==> src/rtl/multicycle_ctrl.sv <==
// Multicycle MIPS-style control FSM: sequences fetch, decode, memory, ALU and writeback steps.
// Optional MCTRL_MEM_STALL_EN: honour mem_ready in FETCH/MEMRD/MEMWR; otherwise memory is always ready.
module multicycle_ctrl (
   input  logic       clk,
   input  logic       reset,
   input  logic [5:0] op,
   input  logic [5:0] funct,
   input  logic       zero,
   input  logic       mem_ready,
   output logic       pc_en,
   output logic [1:0] pc_src,
   output logic       ir_write,
   output logic       iord,
   output logic       mem_write,
   output logic       reg_write,
   output logic       reg_dst,
   output logic       mem_to_reg,
   output logic       alu_src_a,
   output logic [1:0] alu_src_b,
   output logic [2:0] alu_ctrl,
   output logic [1:0] ext_op,
   output logic       illegal_op,
   output logic [3:0] state
);

   typedef enum logic [3:0] {
      S_FETCH  = 4'd0,  S_DECODE = 4'd1,  S_MEMADR = 4'd2,  S_MEMRD = 4'd3,
      S_MEMWB  = 4'd4,  S_MEMWR  = 4'd5,  S_REX    = 4'd6,  S_RWB   = 4'd7,
      S_BEQ    = 4'd8,  S_IEX    = 4'd9,  S_IWB    = 4'd10, S_JMP   = 4'd11
   } state_t;

   localparam logic [5:0] OP_RTYPE = 6'b000000;
   localparam logic [5:0] OP_J     = 6'b000010;
   localparam logic [5:0] OP_BEQ   = 6'b000100;
   localparam logic [5:0] OP_ADDI  = 6'b001000;
   localparam logic [5:0] OP_ANDI  = 6'b001100;
   localparam logic [5:0] OP_ORI   = 6'b001101;
   localparam logic [5:0] OP_LUI   = 6'b001111;
   localparam logic [5:0] OP_LW    = 6'b100011;
   localparam logic [5:0] OP_SW    = 6'b101011;

   state_t state_q, state_d;
   logic   mem_ok;

`ifdef MCTRL_MEM_STALL_EN
   assign mem_ok = mem_ready;
`else
   logic unused_mem_ready;
   assign unused_mem_ready = mem_ready;
   assign mem_ok = 1'b1;
`endif

   always_ff @(posedge clk) begin
      if (reset) state_q <= S_FETCH;
      else       state_q <= state_d;
   end

   always_comb begin
      state_d = S_FETCH;
      case (state_q)
         S_FETCH:  state_d = mem_ok ? S_DECODE : S_FETCH;
         S_DECODE: begin
            case (op)
               OP_LW, OP_SW:                     state_d = S_MEMADR;
               OP_RTYPE:                         state_d = S_REX;
               OP_BEQ:                           state_d = S_BEQ;
               OP_ADDI, OP_ANDI, OP_ORI, OP_LUI: state_d = S_IEX;
               OP_J:                             state_d = S_JMP;
               default:                          state_d = S_FETCH;
            endcase
         end
         S_MEMADR: state_d = (op == OP_LW) ? S_MEMRD : S_MEMWR;
         S_MEMRD:  state_d = mem_ok ? S_MEMWB : S_MEMRD;
         S_MEMWR:  state_d = mem_ok ? S_FETCH : S_MEMWR;
         S_REX:    state_d = S_RWB;
         S_IEX:    state_d = S_IWB;
         default:  state_d = S_FETCH;  // writeback, BEQ, JMP and unused codes 12-15
      endcase
   end

   always_comb begin
      pc_en      = 1'b0;
      pc_src     = 2'b00;
      ir_write   = 1'b0;
      iord       = 1'b0;
      mem_write  = 1'b0;
      reg_write  = 1'b0;
      reg_dst    = 1'b0;
      mem_to_reg = 1'b0;
      alu_src_a  = 1'b0;
      alu_src_b  = 2'b00;
      alu_ctrl   = 3'b000;
      ext_op     = 2'b01;
      illegal_op = 1'b0;
      case (state_q)
         S_FETCH: begin
            alu_src_b = 2'b01;
            alu_ctrl  = 3'b010;
            ir_write  = mem_ok;
            pc_en     = mem_ok;
         end
         S_DECODE: begin
            alu_src_b = 2'b11;
            alu_ctrl  = 3'b010;
            case (op)
               OP_LW, OP_SW, OP_RTYPE, OP_BEQ, OP_J,
               OP_ADDI, OP_ANDI, OP_ORI, OP_LUI: illegal_op = 1'b0;
               default:                          illegal_op = 1'b1;
            endcase
         end
         S_MEMADR: begin
            alu_src_a = 1'b1;
            alu_src_b = 2'b10;
            alu_ctrl  = 3'b010;
         end
         S_MEMRD: iord = 1'b1;
         S_MEMWB: begin
            reg_write  = 1'b1;
            mem_to_reg = 1'b1;
         end
         S_MEMWR: begin
            iord      = 1'b1;
            mem_write = 1'b1;
         end
         S_REX: begin
            alu_src_a = 1'b1;
            case (funct)
               6'b100010: alu_ctrl = 3'b110;
               6'b100100: alu_ctrl = 3'b000;
               6'b100101: alu_ctrl = 3'b001;
               6'b101010: alu_ctrl = 3'b111;
               default:   alu_ctrl = 3'b010;
            endcase
         end
         S_RWB: begin
            reg_write = 1'b1;
            reg_dst   = 1'b1;
         end
         S_BEQ: begin
            alu_src_a = 1'b1;
            alu_ctrl  = 3'b110;
            pc_src    = 2'b01;
            pc_en     = zero;
         end
         S_IEX: begin
            alu_src_a = 1'b1;
            alu_src_b = 2'b10;
            // lui relies on the datapath zeroing register A, so OR passes imm<<16 through
            case (op)
               OP_ANDI: begin ext_op = 2'b00; alu_ctrl = 3'b000; end
               OP_ORI:  begin ext_op = 2'b00; alu_ctrl = 3'b001; end
               OP_LUI:  begin ext_op = 2'b10; alu_ctrl = 3'b001; end
               default: begin ext_op = 2'b01; alu_ctrl = 3'b010; end
            endcase
         end
         S_IWB: reg_write = 1'b1;
         S_JMP: begin
            pc_src = 2'b10;
            pc_en  = 1'b1;
         end
         default: ;
      endcase
      if (reset) begin
         pc_en      = 1'b0;
         ir_write   = 1'b0;
         mem_write  = 1'b0;
         reg_write  = 1'b0;
         illegal_op = 1'b0;
      end
   end

   assign state = state_q;

endmodule

==> config.mk <==
export PLATFORM = sky130hd
export DESIGN_NAME = multicycle_ctrl
export DESIGN_NICKNAME = d
export VERILOG_FILES = /design/src/rtl/multicycle_ctrl.sv
export SDC_FILE = /design/constraint.sdc
export NUM_CORES = 1
export LEC_CHECK = 0
export BUFFER_PORTS_ARGS = -buffer_cell sky130_fd_sc_hd__buf_2
export CORE_MARGIN = 2
export CORE_UTILIZATION = 48
export CTS_BUF_LIST = sky130_fd_sc_hd__clkbuf_4 sky130_fd_sc_hd__clkbuf_8
export CTS_CLUSTER_DIAMETER = 80
export DETAILED_ROUTE_END_ITERATION = 8
export HOLD_SLACK_MARGIN = 0.15
export PLACE_DENSITY = 0.94
export SYNTH_ARGS = -nofsm -noshare
export SYNTH_HDL_FRONTEND = slang
export SYNTH_SLANG_ARGS = --single-unit
export TNS_END_PERCENT = 50
==> constraint.sdc <==
create_clock -name clk -period 3.4 [get_ports clk]
set_input_delay 0.17 -clock clk [delete_from_list [all_inputs] [get_ports clk]]
set_output_delay 0.17 -clock clk [all_outputs]
set_load 0.005 [all_outputs]
==> results of run 1 <==
==> per-layer routing <==
metal  up-vias  GRT usage (%)  share of wire [%]
met5         -              0                  0
met4         0           7.50                1.0
met3         4           1.67                9.8
met2        49           31.7                 48
met1       379           26.6                 41
li1        421              -                  -
==> per-stage QoR <==
stage          power (mW)  hold slack, ns  setup slack (ns)  utilization, %  std cells
6_report            0.166           0.217              1.34            63.5        141
5_1_grt             0.178           0.232              1.21            63.5        141
4_1_cts             0.167           0.215              1.34            63.5        141
3_5_place_dp        0.107           0.460              1.59            61.7        138
3_3_place_gp        0.106           0.453              1.58            61.7        138
2_1_floorplan      0.0894           0.246              1.86               -         96
==> kinds of logic after synthesis <==
family	after synthesis	share of synthesized area, %
XOR/XNOR	1	1.36
buffers and inverters	13	11.5
AND/OR/NAND/NOR	51	43.4
AO/OA/AOI/OAI	26	29.8
multiplexers	1	1.56
flip-flops	4	12.5
==> worst paths after layout <==
| path | from | end | slack [ns] | depth (start not counted) |
|---|---|---|---|---|
| setup reg to reg | state[1]$_SDFF_PP0_ | state[1]$_SDFF_PP0_ | 1.79 | 4 |
| setup / recovery | state[1]$_SDFF_PP0_ | illegal_op | 1.34 | 4 |
| hold reg to reg | state[3]$_SDFF_PP0_ | state[0]$_SDFF_PP0_ | 0.70 | 1 |
| hold / removal | reset | state[3]$_SDFF_PP0_ | 0.22 | 2 |
==> power breakdown <==
group / total [mW] / switching [mW] / internal (mW)
clock network: 0.0592 / 0.0197 / 0.0395
registers: 0.0541 / 0.00540 / 0.0487
logic: 0.0524 / 0.0288 / 0.0236
total: 0.166 / 0.0538 / 0.112
==> cell usage after synthesis, types with 2 or more instances <==
library cell,n
a211oi_1,2
clkbuf_1,3
nand4_1,2
nor2_1,15
dfxtp_1,4
nor3_1,6
a41oi_1,2
o21bai_1,2
a21oi_1,9
nand2_1,5
buf_2,2
inv_1,4
nand3_1,4
nor2b_1,2
o31ai_1,2
buf_6,3
nand2b_1,4
nor4_1,4
or4_1,2
==> critical path, cell delays in order, from the launching register on <==
cell      delay, ns
dfxtp_1        0.49
nand2b_1       0.32
or4_1          0.46
nor4_1         0.24
buf_2          0.15
==> cell type report <==
class                   count  area, um2
multi-input cells          79        489
fillers                   119        463
repair buffers             36        180
flip-flops and latches      4       80.1
clock buffers               3       22.5
well taps                  15       18.8
inverters                   4       15.0
==> run_results.csv, run 1 <==
group,metric,value,unit
sta,relSlewSlack,58.7,%
synth,synthTopCellsByArea,"dfxtp_1, nor2_1, a21oi_1",
synth,syn_area,643,um2
drt,postRouteAntennaNets,0,
sta,fin_crit_sh,60.7,%
sta,fin_tns_setup,0,ns
finish,diodes,0,
worst_setup_path,cp.arrival,1.89,ns
synth,ys_types,38,
finish,stdcell_area,806,um2
clock_network,cts.clk_slew.worst_paths,0.04,ns
clock_network,post_cts_buffers,0,
global_route,grt_use_total,19.6,%
finish,layout_commonest_cell,"buf_2",
drt,dr.pass1.iters,5,
finish,area_growth,25.3,%
clock_network,cts_tree,"yes",
worst_setup_path,endpoint_kind,"primary output",
place,dpl-instance-area,783,um2
place,gp_congestion,0.858,
synth,seq_area_frac_synth,12.5,%
sta,fmax,485,MHz
synth,yosys.area.top_type_share,12.5,%
drt,vias,853,
sta,hold_viol,0,
finish,layout_common_cells,"buf_2, nor2_1, a21oi_1, nor3_1, nand2_1",
sta,skew,0.00746,ns
global_route,antenna_found_initial,0,
place,port_buffers,36,
synth,synth_warnings,0,
place,hpwl,1.29,mm
run_status,status,"completed",
worst_setup_path,required,3.23,ns
sta,layout_min_cycle_time,2.06,ns
worst_setup_path,start_kind,"flop",
global_route,grt_pass1_wl,2.22,mm
global_route,grt_max_degree,21,
drt,wirelength,1.67,mm
drt,dr.first_iter.drc_count,34,
clock_network,htree_levels,1,
pwr,ir_worst_vdd,97.0,uV
finish,drive_above_1_share,34.9,%
worst_setup_path,path_max_fanout,20,
synth,synth_edf_count,0,
sta,timing.final.max_slew_violations,0,
clock_network,cts-root-buf,"clkbuf_4",
synth,synthArstFlopShare,0,%
floorplan,die_h,40.6,um
clock_network,postCtsHoldBufs,0,
drt,drc_errors,0,
synth,syn_avg_cell_area,6.70,um2
drt,post_drt_wl_per_cell,11.8,um
floorplan,die_area,0.00165,mm2
finish,largest_register_ffs,4,
clock_network,cts_buffers,3,
worst_setup_path,critical_path_class,"flop to primary output",
synth,synth_top_area_cell,"dfxtp_1",
pwr,power.density,206,mW/mm2
finish,final_net_count,144,
floorplan,num_io_pins,38,
sta,rsz0062_at_grt,"false",
floorplan,dieWidth,40.6,um
drt,via_per_inst,6.05,
global_route,grt_pass1_vias,560,
synth,synth_flop_cell,"dfxtp_1",
floorplan,start_util,50.7,%
clock_network,cts_resized,0,
pwr,p_leak,0.365,nW
clock_network,clock_latency,0.24,ns
clock_network,cts_sinks,4,
floorplan,design.core.area,0.00127,mm2
sta,tightest_slew,0.619,ns
min_path,hp-class,"primary input to flop",
sta,setup_viol,0,
synth,syn_nets,112,
floorplan,fp-row-count,13,
synth,syn_inst,96,
clock_network,clk_path_buf_depth,2,
global_route,grt_overflow,0,
run,drv_cap,0,
synth,synth-seq-cells,4,
Power figures use the tool's default switching activity.
==> run 2, diff against run 1 <==
--- a/config.mk
+++ b/config.mk
@@ -7,12 +7,12 @@
 export LEC_CHECK = 0
 export BUFFER_PORTS_ARGS = -buffer_cell sky130_fd_sc_hd__buf_2
 export CORE_MARGIN = 2
-export CORE_UTILIZATION = 48
+export CORE_UTILIZATION = 44
 export CTS_BUF_LIST = sky130_fd_sc_hd__clkbuf_4 sky130_fd_sc_hd__clkbuf_8
 export CTS_CLUSTER_DIAMETER = 80
 export DETAILED_ROUTE_END_ITERATION = 8
 export HOLD_SLACK_MARGIN = 0.15
-export PLACE_DENSITY = 0.94
+export PLACE_DENSITY = 0.88
 export SYNTH_ARGS = -nofsm -noshare
 export SYNTH_HDL_FRONTEND = slang
 export SYNTH_SLANG_ARGS = --single-unit
==> constraint.sdc (replaced) <==
create_clock -name clk -period 2.1 [get_ports clk]
set_input_delay 0.105 -clock clk [delete_from_list [all_inputs] [get_ports clk]]
set_output_delay 0.105 -clock clk [all_outputs]
set_load 0.005 [all_outputs]
==> run_results.csv, run 2 (same netlist as run 1, synthesis figures left out) <==
group,metric,value,unit
sta,rsz0062_at_grt,"false",
global_route,grt_pass1_wl,2.97,mm
drt,via_per_inst,5.78,
clock_network,cts_tree,"yes",
clock_network,cts.clk_slew.worst_paths,0.04,ns
sta,timing.final.max_slew_violations,0,
pwr,p_leak,0.385,nW
finish,fin_cells,145,
finish,final_net_count,148,
drt,post_drt_wl_per_cell,12.5,um
sta,tightest_slew,0.438,ns
global_route,grt_overflow,0,
worst_setup_path,critical_path.top_delay_family,"buffers and inverters",
pwr,ir_worst_vdd,280,uV
sta,setup_viol,0,
clock_network,clock_latency,0.23,ns
run_status,status,"completed",
sta,skew,0.00194,ns
floorplan,num_io_pins,38,
worst_setup_path,required,2.00,ns
finish,drive_above_1_share,36.2,%
clock_network,clk_path_buf_depth,2,
place,dp_cells,141,
worst_setup_path,path_max_fanout,8,
sta,fin_tns_setup,0,ns
global_route,grt_pass1_vias,702,
finish,diodes,0,
finish,layout_common_cells,"buf_2, nor2_1, a21oi_1, nor3_1, nand2_1",
clock_network,cts_buffers,3,
worst_setup_path,crit_top_cell,"buf_2",
finish,area_growth,30.4,%
floorplan,dieWidth,42.2,um
global_route,grt_max_degree,20,
drt,drc_errors,0,
worst_setup_path,start_kind,"primary input",
worst_setup_path,critical_path_class,"primary input to primary output",
drt,wirelength,1.81,mm
floorplan,design.core.area,0.00133,mm2
sta,hold_viol,0,
floorplan,die_h,42.2,um
clock_network,cts_sinks,4,
place,hpwl,1.40,mm
drt,dr.first_iter.drc_count,16,
worst_setup_path,endpoint_kind,"primary output",
place,port_buffers,36,
worst_setup_path,path_cells,"dlygate4sd3_1 -> buf_2 -> or4_1 -> nor4_1 -> buf_2",
sta,fmax,553,MHz
place,gp_congestion,0.839,
sta,fin_crit_sh,86.1,%
finish,num-fill-cells,132,
clock_network,cts-root-buf,"clkbuf_4",
min_path,hp-class,"primary input to flop",
run,drv_cap,0,
sta,layout_min_cycle_time,1.81,ns
worst_setup_path,cp_slowest_stage_delay,0.53,ns
drt,vias,838,
sta,relSlewSlack,70.8,%
clock_network,htree_levels,1,
drt,dr.pass1.iters,4,
finish,largest_register_ffs,4,
clock_network,post_cts_buffers,0,
finish,layout_commonest_cell,"buf_2",
worst_setup_path,worst-path-buf-inv,3,
drt,postRouteAntennaNets,0,
global_route,grt_use_total,20.7,%
worst_setup_path,cp_slowest_cell,"dlygate4sd3_1",
floorplan,die_area,0.00178,mm2
global_route,antenna_found_initial,0,
floorplan,fp-row-count,13,
pwr,power.density,324,mW/mm2
worst_setup_path,cp.arrival,1.70,ns
floorplan,start_util,48.2,%
[run 2: cell count changes in the layout (fill, tap and decap cells not counted)]
cell           delta
dlygate4sd3_1     +1
buf_4             +3
[run 2: area by class of cell]
cell class / count / area, um2 / area share [%]
Inverter: 4 / 15.0 / 1.79
Sequential cell: 4 / 80.1 / 9.55
Clock buffer: 3 / 22.5 / 2.69
Timing Repair Buffer: 40 / 213 / 25.4
Multi-Input combinational cell: 79 / 489 / 58.4
Tap cell: 15 / 18.8 / 2.24
[run 2: worst register-to-register path, cell delays in order, from the launching register on]
cell,delay (ns)
dfxtp_1,0.58
nand2b_1,0.23
nor2_1,0.27
a31oi_1,0.07
a21oi_1,0.16
[run 2: what timing repair did]
item                                   CTS  global route
endpoints found under the hold margin    2             0
resized for setup                        0             0
hold buffers                             1             0
[run 2: report_power, final]
part	internal, mW	switching, mW	total [mW]	leakage [nW]
registers	0.0789	0.00253	0.0814	0.0326
clock network	0.0638	0.0297	0.0935	0.0138
logic	0.0420	0.0548	0.0968	0.339
total	0.185	0.0871	0.272	0.385
[run 2: path summary, 6_finish.rpt]
check                                      endpoint                start  cells after the start  slack (ns)
worst max-delay path                     illegal_op                reset                      5        0.29
worst min-delay path            state[3]$_SDFF_PP0_                op[5]                      4        0.28
worst max register to register  state[1]$_SDFF_PP0_  state[3]$_SDFF_PP0_                      4        0.72
worst min register to register  state[3]$_SDFF_PP0_  state[0]$_SDFF_PP0_                      2        0.61
[run 2: layer usage]
| metal | track usage [%] | vias to the layer above | part of all wire (%) | wire length (um) |
|---|---|---|---|---|
| met5 | 0 | - | 0 | 0 |
| met4 | 8.13 | 0 | 0 | 0 |
| met3 | 3.88 | 0 | 7.1 | 129 |
| met2 | 35.1 | 35 | 52 | 948 |
| met1 | 25.4 | 376 | 40 | 730 |
| li1 | - | 427 | - | - |
[run 2: metrics by stage]
stage          worst slack (ns)  hold slack, ns  utilization, %  total power, mW  instance area [um2]
2_1_floorplan             0.623           0.181               -            0.145                  643
3_5_place_dp              0.601           0.399            60.4            0.177                  806
6_report                  0.292           0.284            62.9            0.272                  838
4_1_cts                   0.291           0.277            62.9            0.278                  838
3_3_place_gp              0.624           0.393            60.4            0.174                  806
5_1_grt                   0.108           0.314            62.9            0.296                  838
==> run 3, diff against run 2 <==
==> config.mk (replaced) <==
export PLATFORM = sky130hd
export DESIGN_NAME = multicycle_ctrl
export DESIGN_NICKNAME = d
export VERILOG_FILES = /design/src/rtl/multicycle_ctrl.sv
export SDC_FILE = /design/constraint.sdc
export NUM_CORES = 1
export LEC_CHECK = 0
export ABC_AREA = 1
export BUFFER_PORTS_ARGS = -buffer_cell sky130_fd_sc_hd__clkbuf_2
export CORE_MARGIN = 2
export CORE_UTILIZATION = 43
export CTS_BUF_LIST = sky130_fd_sc_hd__clkbuf_4 sky130_fd_sc_hd__clkbuf_8
export CTS_CLUSTER_DIAMETER = 80
export DETAILED_ROUTE_END_ITERATION = 8
export HOLD_SLACK_MARGIN = 0.15
export PLACE_DENSITY = 0.89
export SYNTH_ARGS = -nofsm -noshare
export SYNTH_HDL_FRONTEND = slang
export SYNTH_SLANG_ARGS = --single-unit
export TNS_END_PERCENT = 50
==> run_results.csv, run 3 <==
group,metric,value,unit
worst_setup_path,r2r_cells,7,
place,dp_cells,159,
drt,dr.first_iter.drc_count,23,
finish,diodes,0,
floorplan,fp-row-count,13,
floorplan,design.core.area,0.00128,mm2
min_path,holdPathStages,3,
pwr,ir_worst_vdd,235,uV
synth,seq_area_frac_synth,13.8,%
clock_network,cts_tree,"yes",
sta,fin_tns_setup,0,ns
pwr,p_seq_share,30.9,%
drt,post_drt_wl_per_cell,9.43,um
min_path,hp-class,"primary input to flop",
finish,fin_cells,163,
finish,final_net_count,166,
clock_network,cts_resized,0,
clock_network,cts_buffers,3,
drt,wirelength,1.54,mm
pwr,p_leak,0.492,nW
finish,seq_area,80.1,um2
pwr,swShare,33.2,%
sta,setup_viol,0,
finish,num-fill-cells,131,
finish,layout_commonest_cell,"clkbuf_2",
place,hpwl,1.34,mm
clock_network,cts.clk_slew.worst_paths,0.04,ns
worst_setup_path,path_max_fanout,5,
global_route,grt_max_degree,8,
synth,synthTopCellsByArea,"dfxtp_1, inv_1, nand2_1",
place,port_buffers,36,
pwr,intPower,0.177,mW
sta,fmax,662,MHz
synth,synth_common_cells,"inv_1, nand2_1, nand3_1, nor2_1, inv_2",
synth,syn_area,579,um2
pwr,p_clk_share,37.8,%
synth,synth-seq-cells,4,
run_status,status,"completed",
finish,area_growth,40.0,%
place,place_ws,0.856,ns
drt,vias,794,
place,dpl-instance-area,778,um2
global_route,grt_pass1_wl,2.24,mm
drt,dr.pass1.iters,4,
sta,skew,0.00229,ns
floorplan,dieWidth,40.7,um
synth,synth_edf_count,0,
finish,layout_common_cells,"clkbuf_2, inv_1, nand2_1, nor2_1, nand3_1",
finish,stdcell_area,811,um2
synth,yosysMostFrequentCell,"inv_1",
sta,timing.final.max_slew_violations,0,
global_route,antenna_found_initial,0,
drt,postRouteAntennaNets,0,
place,gp_congestion,0.808,
finish,drive_above_1_share,39.9,%
worst_setup_path,endpoint_kind,"primary output",
clock_network,cts-root-buf,"clkbuf_4",
clock_network,clk_path_buf_depth,2,
floorplan,die_h,40.7,um
synth,ys_types,19,
global_route,grt_overflow,0,
pwr,power.density,328,mW/mm2
clock_network,htree_levels,1,
synth,syn_nets,124,
clock_network,cts_sinks,4,
worst_setup_path,cp.arrival,1.41,ns
global_route,grt_use_total,20.6,%
synth,synth_flop_cell,"dfxtp_1",
pwr,switchingPower,0.0882,mW
synth,synth_top_area_cell,"dfxtp_1",
worst_setup_path,start_kind,"flop",
worst_setup_path,critical_path_class,"flop to primary output",
sta,tightest_slew,0.234,ns
synth,synth_warnings,0,
worst_setup_path,required,2.00,ns
floorplan,num_io_pins,38,
sta,fin_ws,0.589,ns
clock_network,clock_latency,0.24,ns
sta,fin_crit_sh,72.0,%
run,drv_cap,0,
sta,rsz0062_at_grt,"false",
sta,layout_min_cycle_time,1.51,ns
drt,drc_errors,0,
sta,holdWs,0.230,ns
synth,syn_avg_cell_area,5.36,um2
floorplan,start_util,45.1,%
sta,hold_viol,0,
floorplan,die_area,0.00166,mm2
finish,multi_input_area,394,um2
synth,syn_inst,108,
finish,largest_register_ffs,4,
pwr,comb_power_share,31.3,%
global_route,grt_pass1_vias,597,
synth,synthArstFlopShare,0,%
sta,relSlewSlack,84.3,%
synth,yosys.area.top_type_share,13.8,%
drt,via_per_inst,4.87,
[run 3: changes by cell type after synthesis, sizes merged, moves of 5 or more]
cell	previous run	this run
buf	6	0
inv	4	27
nand2	5	22
nand3	4	13
nor3	6	1
[run 3: metal layers]
metal / part of all wire (%) / up-vias / routed length (um) / GRT usage [%]
met1: 40 / 330 / 617 / 22.0
met4: 1.1 / 0 / 17 / 5.00
met2: 50 / 37 / 767 / 39.7
met5: 0 / - / 0 / 0
met3: 8.8 / 3 / 135 / 4.89
li1: - / 424 / - / -
[run 3: area by class of cell]
class                      instances  share of cell area [%]
clock buffer                       3                    2.78
timing repair buffer              37                    23.5
multi-input combinational         76                    48.6
inverter                          28                    13.0
tap                               15                    2.31
sequential                         4                    9.88
[run 3: path summary, 6_finish.rpt]
check / start / to / slack [ns]
hold / removal: op[2] / state[3]$_SDFF_PP0_ / 0.23
setup reg to reg: state[2]$_SDFF_PP0_ / state[3]$_SDFF_PP0_ / 0.93
setup / recovery: state[3]$_SDFF_PP0_ / alu_ctrl[0] / 0.59
hold reg to reg: state[0]$_SDFF_PP0_ / state[0]$_SDFF_PP0_ / 0.69
[run 3: cells by family after synthesis]
kind of cell,share of synthesized area [%]
AND/OR/NAND/NOR,55.1
buffers and inverters,18.1
AO/OA/AOI/OAI,13.0
flip-flops,13.8
[run 3: through the flow]
stage / power (mW) / util (%)
final: 0.266 / 63.1
after global routing: 0.282 / 63.1
after CTS: 0.266 / 63.1
after detailed placement: 0.165 / 60.6
after global placement: 0.162 / 60.6
after floorplan: 0.127 / -
[run 3: timing repair]
item / 4_1_cts / 5_1_grt
hold buffers: 1 / 0
buffers inserted: 0 / 0
hold endpoints to repair: 3 / 0
[run 3: power groups by stage]
stage          Clock (mW)  Sequential, mW  Combinational (mW)
2_1_floorplan           0          0.0831              0.0436
3_3_place_gp            0          0.0829              0.0792
3_5_place_dp            0          0.0832              0.0816
4_1_cts             0.100          0.0820              0.0834
5_1_grt             0.105          0.0824              0.0945
6_report            0.100          0.0820              0.0832
[run 3: worst max-delay path, cell delays in order, from the launching register on]
cell and delay [ns]:
dfxtp_1 0.41, nand2_1 0.15, inv_2 0.08, nand2_2 0.08
inv_2 0.07, nand4_1 0.11, o211ai_1 0.11, clkbuf_2 0.14
